[src/rtl/pipe_stage_chain.sv]
// ----------------------------------------------------------------------------
// pipe_stage_chain
//   A chain of DEPTH valid/ready register stages with bubble collapsing. Each
//   stage has a valid bit and a WIDTH-bit payload register. A stage loads
//   from its predecessor whenever it is empty or its successor is loading.
//   A flush empties every stage. Occupancy is the number of valid stages and
//   comes from a register.
//
// Parameters
//   WIDTH      payload width in bits
//   DEPTH      number of register stages (1..16)
//
// Ports
//   clk        rising-edge clock
//   reset      synchronous, active-high; clears valid bits and payloads
//   in_valid   upstream offers in_data
//   in_ready   chain accepts in_data this cycle (combinational)
//   in_data    upstream payload
//   out_valid  out_data is valid this cycle (combinational, masked by flush)
//   out_ready  downstream consumes out_data this cycle
//   out_data   payload of the last stage (driven directly by a register)
//   flush      discard all held entries on this edge
//   occupancy  number of valid stages (registered)
// ----------------------------------------------------------------------------
module pipe_stage_chain #(
   parameter int unsigned WIDTH = 9,
   parameter int unsigned DEPTH = 3
) (
   input  logic                       clk,
   input  logic                       reset,
   input  logic                       in_valid,
   output logic                       in_ready,
   input  logic [WIDTH-1:0]           in_data,
   output logic                       out_valid,
   input  logic                       out_ready,
   output logic [WIDTH-1:0]           out_data,
   input  logic                       flush,
   output logic [$clog2(DEPTH+1)-1:0] occupancy
);

   localparam int unsigned OCC_W = $clog2(DEPTH + 1);

   logic [DEPTH-1:0] v_q;
   logic [DEPTH-1:0] v_d;
   logic [WIDTH-1:0] data_q [DEPTH];
   logic [WIDTH-1:0] data_d [DEPTH];
   logic [DEPTH:0]   rdy;
   logic [DEPTH:0]   src_v;
   logic [WIDTH-1:0] src_data [DEPTH];
   logic [OCC_W-1:0] occ_q;
   logic [OCC_W-1:0] occ_d;

   // Count of set bits in a stage-valid vector.
   function automatic logic [OCC_W-1:0] popcount(input logic [DEPTH-1:0] bits);
      logic [OCC_W-1:0] cnt;
      cnt = '0;
      for (int k = 0; k < int'(DEPTH); k++) begin
         cnt = cnt + OCC_W'(bits[k]);
      end
      return cnt;
   endfunction

   // Readiness ripples backward from the output: a stage can load if it is
   // empty (bubble) or its content is moving on this cycle.
   always_comb begin
      rdy        = '0;
      rdy[DEPTH] = out_ready;
      for (int k = int'(DEPTH) - 1; k >= 0; k--) begin
         rdy[k] = !v_q[k] || rdy[k+1];
      end
   end

   // Source of each stage: the upstream port for stage 0, else the previous stage.
   always_comb begin
      src_v       = {v_q, in_valid};
      src_data[0] = in_data;
      for (int k = 1; k < int'(DEPTH); k++) begin
         src_data[k] = data_q[k-1];
      end
   end

   // Next-state for valid bits and payloads; payload only loads real data so
   // empty slots never overwrite a stale value with garbage.
   always_comb begin
      v_d = v_q;
      for (int k = 0; k < int'(DEPTH); k++) begin
         data_d[k] = data_q[k];
      end
      if (flush) begin
         v_d = '0;
      end else begin
         for (int k = 0; k < int'(DEPTH); k++) begin
            if (rdy[k]) begin
               v_d[k] = src_v[k];
               if (src_v[k]) begin
                  data_d[k] = src_data[k];
               end
            end
         end
      end
      occ_d = popcount(v_d);
   end

   // State registers; reset dominates flush and any transfer.
   always_ff @(posedge clk) begin
      if (reset) begin
         v_q   <= '0;
         occ_q <= '0;
         for (int k = 0; k < int'(DEPTH); k++) begin
            data_q[k] <= '0;
         end
      end else begin
         v_q   <= v_d;
         occ_q <= occ_d;
         for (int k = 0; k < int'(DEPTH); k++) begin
            data_q[k] <= data_d[k];
         end
      end
   end

   assign in_ready  = rdy[0] && !flush;
   assign out_valid = v_q[DEPTH-1] && !flush;
   assign out_data  = data_q[DEPTH-1];
   assign occupancy = occ_q;

endmodule

[config.mk]
export PLATFORM = sky130hd
export DESIGN_NAME = pipe_stage_chain
export DESIGN_NICKNAME = d
export VERILOG_FILES = /design/src/rtl/pipe_stage_chain.sv
export SDC_FILE = /design/constraint.sdc
export NUM_CORES = 1
export LEC_CHECK = 0
export CAP_MARGIN = 25
export CORE_MARGIN = 1
export CORE_UTILIZATION = 50
export DETAILED_ROUTE_END_ITERATION = 8
export GPL_TIMING_DRIVEN = 0
export PLACE_DENSITY = 0.81
export SYNTH_ARGS = -nofsm -noshare
export SYNTH_HDL_FRONTEND = slang
export SYNTH_SLANG_ARGS = --single-unit
[constraint.sdc]
create_clock -name clk -period 1.9 [get_ports clk]
set_input_delay 0.285 -clock clk [delete_from_list [all_inputs] [get_ports clk]]
set_output_delay 0.285 -clock clk [all_outputs]
set_load 0.03 [all_outputs]
=== After elaboration in Yosys (flattened, before gate mapping) ===
Memory sizes are Yosys's and may differ from the RTL's.
Index checks and enable logic that the tools add are counted.

* Register bits after elaboration: 5
* Latch bits: 0
* Memory bits (writable): 27
* Memory bits (read-only): 0
* Input port bits: 14
* Output and inout bits: 13
* Logic and storage cells: 34
* Memories: 1

* Add/subtract/negate cells: 2
* Multiply operators: 0
* Div/mod/pow operators: 0
* Magnitude comparators: 0
* Equal/unequal tests: 0
* Shift-type cells: 0
* Mux-type cells: 17
* Bitwise gates (word level): 3
* Reduce and logical (&&, ||, !) cells: 9

{| class="wikitable"
|+ Memory list
! memory !! words !! width !! rd ports !! clocked after Yosys merged registers in !! wr ports !! RTL line !! RTL
|-
| data_q || 3 || 9 || 3 || 0 || 3 || 45 || <nowiki>logic [WIDTH-1:0] data_q [DEPTH];</nowiki>
|}

{| class="wikitable"
|+ Operators with widths
! kind !! count
|-
| 9-bit 2-to-1 mux || 9
|-
| 27-bit 2-to-1 mux || 1
|-
| 1-bit 2-to-1 mux || 6
|-
| 1-bit zero test || 4
|-
| 1-bit logical OR || 3
|-
| 3-bit 2-to-1 mux || 1
|-
| 1-bit OR || 3
|-
| 1-bit by 1-bit adder with 2-bit output || 1
|-
| 2-bit by 1-bit adder with 2-bit output || 1
|-
| 1-bit logical AND || 2
|}

=== Logic depth before layout (Yosys ltp) ===
Gate-level depths: netlist (run 1).

* Depth in word-level cells: 8
* Depth in mapped cells: 6
* Depth with buffers taken out: 5

=== Least setup slack after synthesis (run 1) ===
OpenSTA, ideal clock, no wires.

* Path kind: register -> register
* Start: register v_q[2]
* End: register occ_q[0], in the netlist occupancy[0]
* Setup time: 116 ps
* Arrival time: 1391 ps
* Data required time: 1784 ps
* Setup slack: 393 ps
* Stages on the path, launching flop included: 7
* Buffers on the path: 1
* Clock period less this slack: 1507 ps
* Path through: dfxtp_1 nor2b_4 buf_2 a21oi_1 nor2_1 fa_1 nor2b_1

* Elaborated cells on any way between the ends: 10
* Classes of those cells: 2 x add/sub; 4 x mux; 4 x reduce/logical

{| class="wikitable"
|+ RTL lines
! what !! RTL line !! RTL
|-
| start: declaration || 43 || <nowiki>logic [DEPTH-1:0] v_q;</nowiki>
|-
| start signal: assignment || 113 || <nowiki>v_q <= v_d;</nowiki>
|-
| 1-bit zero test || 69 || <nowiki>rdy[k] = !v_q[k] || rdy[k+1];</nowiki>
|-
| 1-bit logical OR (2 in series) || 69 ||
|-
| 1-bit 2-to-1 mux || 93 || <nowiki>if (rdy[k]) begin</nowiki>
|-
| 3-bit 2-to-1 mux || 89 || <nowiki>if (flush) begin</nowiki>
|-
| via v_d[1] || 44 || <nowiki>logic [DEPTH-1:0] v_d;</nowiki>
|-
| 1-bit by 1-bit adder with 2-bit output || 58 || <nowiki>cnt = cnt + OCC_W'(bits[k]);</nowiki>
|-
| 2-bit by 1-bit adder with 2-bit output || 58 ||
|-
| via occ_d[0] || 51 || <nowiki>logic [OCC_W-1:0] occ_d;</nowiki>
|-
| end signal: assignment || 108 || <nowiki>occ_q <= '0;</nowiki>
|-
| end signal: assignment || 114 || <nowiki>occ_q <= occ_d;</nowiki>
|-
| end: declaration || 50 || <nowiki>logic [OCC_W-1:0] occ_q;</nowiki>
|}

The timed path passes the listed nets, and every way through them passes these cells.
A chain may end at the register's enable or synchronous reset.

=== Worst setup path in the final report (run 1) ===
* Start: input out_ready
* End: output in_ready

* Cells in the longest elaborated chain, start to end: 4

{| class="wikitable"
|+ Ends and longest elaborated chain
! what !! RTL line !! RTL
|-
| start: declaration || 35 || <nowiki>input logic out_ready,</nowiki>
|-
| 1-bit logical OR (3 in series) || 69 ||
|-
| 1-bit logical AND || 121 || <nowiki>assign in_ready = rdy[0] && !flush;</nowiki>
|-
| end: declaration || 32 || <nowiki>output logic in_ready,</nowiki>
|}

No other way between the ends.

==> results.md, run 1 <==
- Outcome: completed
- Design area: 0.00176 sq mm
- CTS buffer count: 5
- NumNets Final: 193
- Sequential area share after synthesis: 45.7%
- Dpl cell area: 0.00170 sq mm
- Post-CTS Setup Repair Bufs: 0
- Starting DRT DRC Count: 8
- Area Overhead vs Synth: 25.8%
- Measured slew at the worst slew-check pin: 0.425 ns
- Hold buffer count at CTS: 0
- CTS Sinks: 32
- Yosys reg bits: 32
- Root buffer cell: clkbuf_4
- TNS Setup: 0 ns
- Met2 WL: 1260 um
- Avg Cell Area, Syn: 9.67 sq um
- Router iterations before antenna repair: 4
- First-pass GRT wire length: 4240 um
- Initial antenna violation count: 0
- Post-synth EDFFs: 0
- PortBufs: 26
- Yosys top cell area share: 45.7%
- Share of post-route cells with drive strength above 1: 14.0%
- CTS resizes: 2
- Placer Congestion: 0.760
- Pwr Density: 697 mW/mm^2
- Die ar.: 0.00302 sq mm
- Leakage: 0.711 nW
- Clk pin slew, worst setup/hold paths: 0.09 ns
- DRC Markers: 0
- Post-synth ARST share: 0%
- Synth unique cells: 20
- Worst r2r src: v_q[2]$_SDFF_PP0_
- Setup crit end kind: output pin
- Total GRT Usage: 21.3%
- Antenna-violating nets left: 0
- Reg2Reg Depth: 6
- DR vias/cell: 5.10
- FMAX: 552 MHz
- Synth top area cells: dfxtp_1 (46%), nand2b_1 (13%), mux2i_1 (13%)
- WS Path Type: in -> out
- Largest net degree at the start of global routing: 11
- End of the critical path: in_ready
- Min Hold Slack: 0.476 ns
- Top-count cell post-synth: dfxtp_1
- Wire length on met1: 1110 um
- Final Hold Fails: 0
- Post-DP HPWL: 1940 um
- Via count: 1061
- Setup Skew: 0.0108 ns
- Die W: 55.0 um
- Cell row count: 18
- Max Cap Violations: 0
- Metal3 WL: 141 um
- CTS tree: yes
- RSZ-0062 raised after global routing: false
- CTS H-tree depth: 2
- Synth warn: 0
- Synthesized area: 0.00140 sq mm
- Final core occ: 68.7%
- R2R Setup Slk: 0.23 ns
- CP max FO: 3
- Tot Pwr: 1.23 mW
- Cell count after placement: 201
- Core ar.: 0.00257 sq mm
- Max Slew Vio Count: 0
- Synth cell count leaders: dfxtp_1 (32), nand2b_1 (29), mux2i_1 (18)
- CTS max path bufs: 2
- DP Worst Slack: -0.224 ns
- R2R Path End: occupancy[0]$_SDFF_PP0_
- Synthesized Nets: 160
- Clock Latency Late Sink: 0.34 ns
- Remaining Overflow, GRT: 0
- WP data arrival: 1.53 ns
- Io pins: 27
- Synthesized instance count: 145
- Start point of the critical path: out_ready
- Avg WL per Cell: 12.3 um
- Maximum VDD drop: 0.000737 V
- Min Tclk post-route: 1.81 ns
- Setup Viol. Count Final: 0
- Cell taking the most area after synthesis: dfxtp_1
- Max layer used: met4
- Fin cells: 208
- Slew Limit Headroom: 71.7%
- Initial Util: 54.6%
- Die height: 55.0 um
- CP required: 1.62 ns
- Hold crit path type: reg -> reg
- Ys flop type: dfxtp_1
- CP Launch Type: input port
- Final Cycle Share: 95.4%
- Vias in the first global route: 975
- N_diodes: 0
- Final WS setup: 0.0874 ns
- Post-Route WL: 2570 um
[flip-flops by register name (all words and copies together) (netlist names)]
signal and count:
data_q 27, v_q 3, occupancy 2
[critical path, stage by stage]
cell	delay [ns]
clkdlybuf4s50_1	0.53
and4b_4	0.24
nor2_1	0.09
clkdlybuf4s15_1	0.38
[kinds of logic (layout without fill, tap and decap cells)]
group / after synthesis / count (layout) / synth area share [%]
buffers and inverters: 20 / 53 / 9.19
DFF: 32 / 32 / 45.7
adders and majority gates: 1 / 1 / 1.43
muxes: 18 / 18 / 12.8
AOI/OAI and AO/OA: 20 / 20 / 7.40
and+or+nand+nor: 54 / 54 / 23.5
[layer usage]
| metal | vias to the layer above | track usage [%] |
|---|---|---|
| met4 | 0 | 10.0 |
| met5 | - | 0 |
| met3 | 4 | 9.02 |
| li1 | 544 | - |
| met2 | 31 | 35.5 |
| met1 | 482 | 23.3 |
[how the worst min path moves through the flow]
| stage | slack (ns) | startpoint | cells after the start | to |
|---|---|---|---|---|
| 3_3_place_gp | 0.46 | data_q[0][16]$_SDFFE_PP0P_ | 2 | data_q[0][25]$_SDFFE_PP0P_ |
| 4_1_cts | 0.48 | data_q[0][11]$_SDFFE_PP0P_ | 2 | data_q[0][20]$_SDFFE_PP0P_ |
| 5_1_grt | 0.49 | data_q[0][11]$_SDFFE_PP0P_ | 2 | data_q[0][20]$_SDFFE_PP0P_ |
| 2_1_floorplan | 0.44 | in_data[3] | 2 | data_q[0][3]$_SDFFE_PP0P_ |
| 3_5_place_dp | 0.46 | data_q[0][11]$_SDFFE_PP0P_ | 2 | data_q[0][20]$_SDFFE_PP0P_ |
| 6_report | 0.48 | data_q[0][11]$_SDFFE_PP0P_ | 2 | data_q[0][20]$_SDFFE_PP0P_ |
[cells in the final DEF (no fill, tap or decap), types with 2 or more instances in the layout]
cell type,netlist,routed
clkbuf_4,0,5
nor2b_1,4,4
clkbuf_8,0,2
dfxtp_1,32,32
clkbuf_1,4,4
nand2b_1,29,29
buf_4,9,9
nor2_1,6,6
clkdlybuf4s50_1,0,24
buf_6,2,2
a21oi_1,10,10
nand3_1,9,9
buf_2,3,3
mux2i_1,18,18
nor3_1,3,3
o21ai_0,9,9
[area by class of cell]
class / count / area (sq um)
plain buffers: 19 / 125
clock buffers: 7 / 65.1
fillers: 232 / 803
inverters: 1 / 3.75
multi-input cells: 93 / 633
flip-flops and latches: 32 / 641
well taps: 30 / 37.5
repair buffers: 26 / 259
[power by group]
part           internal, mW  total, mW  switching, mW
clock network         0.210      0.434          0.225
registers             0.684      0.689        0.00519
logic                0.0596      0.106         0.0467
No activity file was read; power rests on OpenSTA's default activity.
==> run 2: changes to the inputs <==
ABC_AREA = 1   (was unset)
GPL_TIMING_DRIVEN = unset   (was 0)
SETUP_SLACK_MARGIN = 0.1   (was unset)
==> run 2 against run 1 <==
Utilization is 3.4 points lower; largest power group unchanged; worst hold slack improved by 0.010 ns; via count is 11% higher.
==> results.md, run 2 <==
- Outcome: completed
- Synth cell count leaders: nor2_1 (39), dfxtp_1 (32), nand2_1 (26)
- DP Worst Slack: -0.00604 ns
- Setup crit end kind: output pin
- Vias in the first global route: 1052
- Share of post-route cells with drive strength above 1: 9.59%
- Starting DRT DRC Count: 16
- PortBufs: 26
- Hold buffer count at CTS: 0
- Cell taking the most area after synthesis: dfxtp_1
- Measured slew at the worst slew-check pin: 0.316 ns
- Setup Viol. Count Final: 0
- Initial Util: 54.9%
- Ys flop type: dfxtp_1
- Antenna-violating nets left: 0
- Worst path top cell family by delay: buffers and inverters
- Metal3 WL: 107 um
- Max Cap Violations: 0
- Met2 WL: 1150 um
- First-pass GRT wire length: 4340 um
- Router iterations before antenna repair: 4
- Wire length on met1: 1150 um
- Avg Cell Area, Syn: 7.25 sq um
- Core ar.: 0.00259 sq mm
- Yosys top cell area share: 45.1%
- CTS Sinks: 32
- Initial antenna violation count: 0
- Final core occ: 65.3%
- Biggest register: data_q
- Clk pin slew, worst setup/hold paths: 0.10 ns
- Min Tclk post-route: 1.63 ns
- Leakage: 0.760 nW
- Post-synth EDFFs: 0
- Die W: 55.3 um
- Avg WL per Cell: 9.88 um
- CTS H-tree depth: 2
- Yosys reg bits: 32
- CTS tree: yes
- Design area: 0.00169 sq mm
- NumNets Final: 233
- CTS resizes: 1
- Maximum VDD drop: 0.000524 V
- Io pins: 27
- Max layer used: met4
- CP Launch Type: flip-flop
- Min Hold Slack: 0.486 ns
- CTS max path bufs: 2
- Clock Latency Late Sink: 0.33 ns
- CTS buffer count: 5
- Post-synth ARST share: 0%
- CP max FO: 2
- FMAX: 614 MHz
- Placer Congestion: 0.935
- Total GRT Usage: 18.0%
- Number of flip-flops in the largest register: 27
- Dpl cell area: 0.00163 sq mm
- Sequential area share after synthesis: 45.1%
- Final Cycle Share: 85.7%
- Synthesized Nets: 211
- Max Slew Vio Count: 0
- Area Overhead vs Synth: 19.0%
- Synthesized area: 0.00142 sq mm
- DRC Markers: 0
- Final WS setup: 0.272 ns
- Most frequent cells in the layout: nor2_1 (39), dfxtp_1 (32), nand2_1 (26)
- CP required: 1.62 ns
- Fin cells: 249
- WS Path Type: reg -> out
- Via count: 1182
- Pwr Density: 738 mW/mm^2
- Max incr delay on CP: 0.67 ns
- DR vias/cell: 4.75
- Slew Limit Headroom: 78.9%
- Die ar.: 0.00306 sq mm
- Remaining Overflow, GRT: 0
- Setup Skew: 0.00804 ns
- Post-CTS Setup Repair Bufs: 0
- Synth unique cells: 18
- TNS Setup: 0 ns
- Layout fillers: 229
- WP data arrival: 1.34 ns
- Hold crit path type: reg -> reg
- Root buffer cell: clkbuf_4
- Largest net degree at the start of global routing: 19
- Post-Route WL: 2460 um
- Synth warn: 0
- Synthesized instance count: 196
- Post-DP HPWL: 1830 um
- RSZ-0062 raised after global routing: false
- Top-count cell post-synth: nor2_1
- Final Hold Fails: 0
- Cell count after placement: 241
- Tot Pwr: 1.25 mW
- Most common cell after layout, fill and taps aside: nor2_1
- N_diodes: 0
- CP max-delay cell: clkdlybuf4s50_1
- Die height: 55.3 um
- Crit-path cells: clkdlybuf4s50_1
- Synth top area cells: dfxtp_1 (45%), nor2_1 (10%), a21oi_1 (7.0%)
- CP Buf/Inv Count: 1
- Cell row count: 18
==> run 2: changes by cell type after synthesis, sizes merged, moves of 10 or more <==
| cell | before | now |
|---|---|---|
| nor2 | 6 | 40 |
| nand2b | 29 | 0 |
| nand2 | 0 | 28 |
| inv | 1 | 27 |
| mux2i | 18 | 0 |
| a21oi | 10 | 20 |
| nand3 | 9 | 19 |
==> run 2: per-layer routing <==
metal	track usage (%)	up-vias
li1	-	646
met1	22.2	502
met2	27.7	28
met3	5.62	6
met4	10.4	0
met5	0	-
==> run 2: cell type report <==
type                            instances  area (sq um)  area share (%)
Clock buffer                            6          51.3            3.03
Clock inverter                          2          10.0           0.592
Inverter                               29           109            6.43
Multi-Input combinational cell        120           557            32.9
Sequential cell                        32           641            37.9
Tap cell                               30          37.5            2.22
Timing Repair Buffer                   30           287            16.9
==> run 2: final timing paths <==
check	from	end	slack, ns	cells after the start
worst max-delay path	data_q[0][23]$_SDFFE_PP0P_	out_data[5]	0.27	1
worst min-delay path	data_q[0][9]$_SDFFE_PP0P_	data_q[0][9]$_SDFFE_PP0P_	0.49	2
worst min register to register	data_q[0][9]$_SDFFE_PP0P_	data_q[0][9]$_SDFFE_PP0P_	0.49	2
worst max register to register	v_q[2]$_SDFF_PP0_	occupancy[0]$_SDFF_PP0_	0.53	5
==> run 2: cell families (layout without fill, tap and decap cells) <==
family,Yosys count,count (layout),synth area share [%]
AOI/OAI and AO/OA,30,30,10.6
DFF,32,32,45.1
adders and majority gates,1,1,1.41
buffers and inverters,44,67,15.8
and+or+nand+nor,89,89,27.2
==> run 2: power by group <==
group          internal (mW)  switching (mW)  leakage, nW  total, mW
combinational         0.0644          0.0714        0.462      0.136
clock                  0.176           0.230       0.0380      0.406
sequential             0.695          0.0120        0.261      0.707
total                  0.935           0.313        0.760       1.25
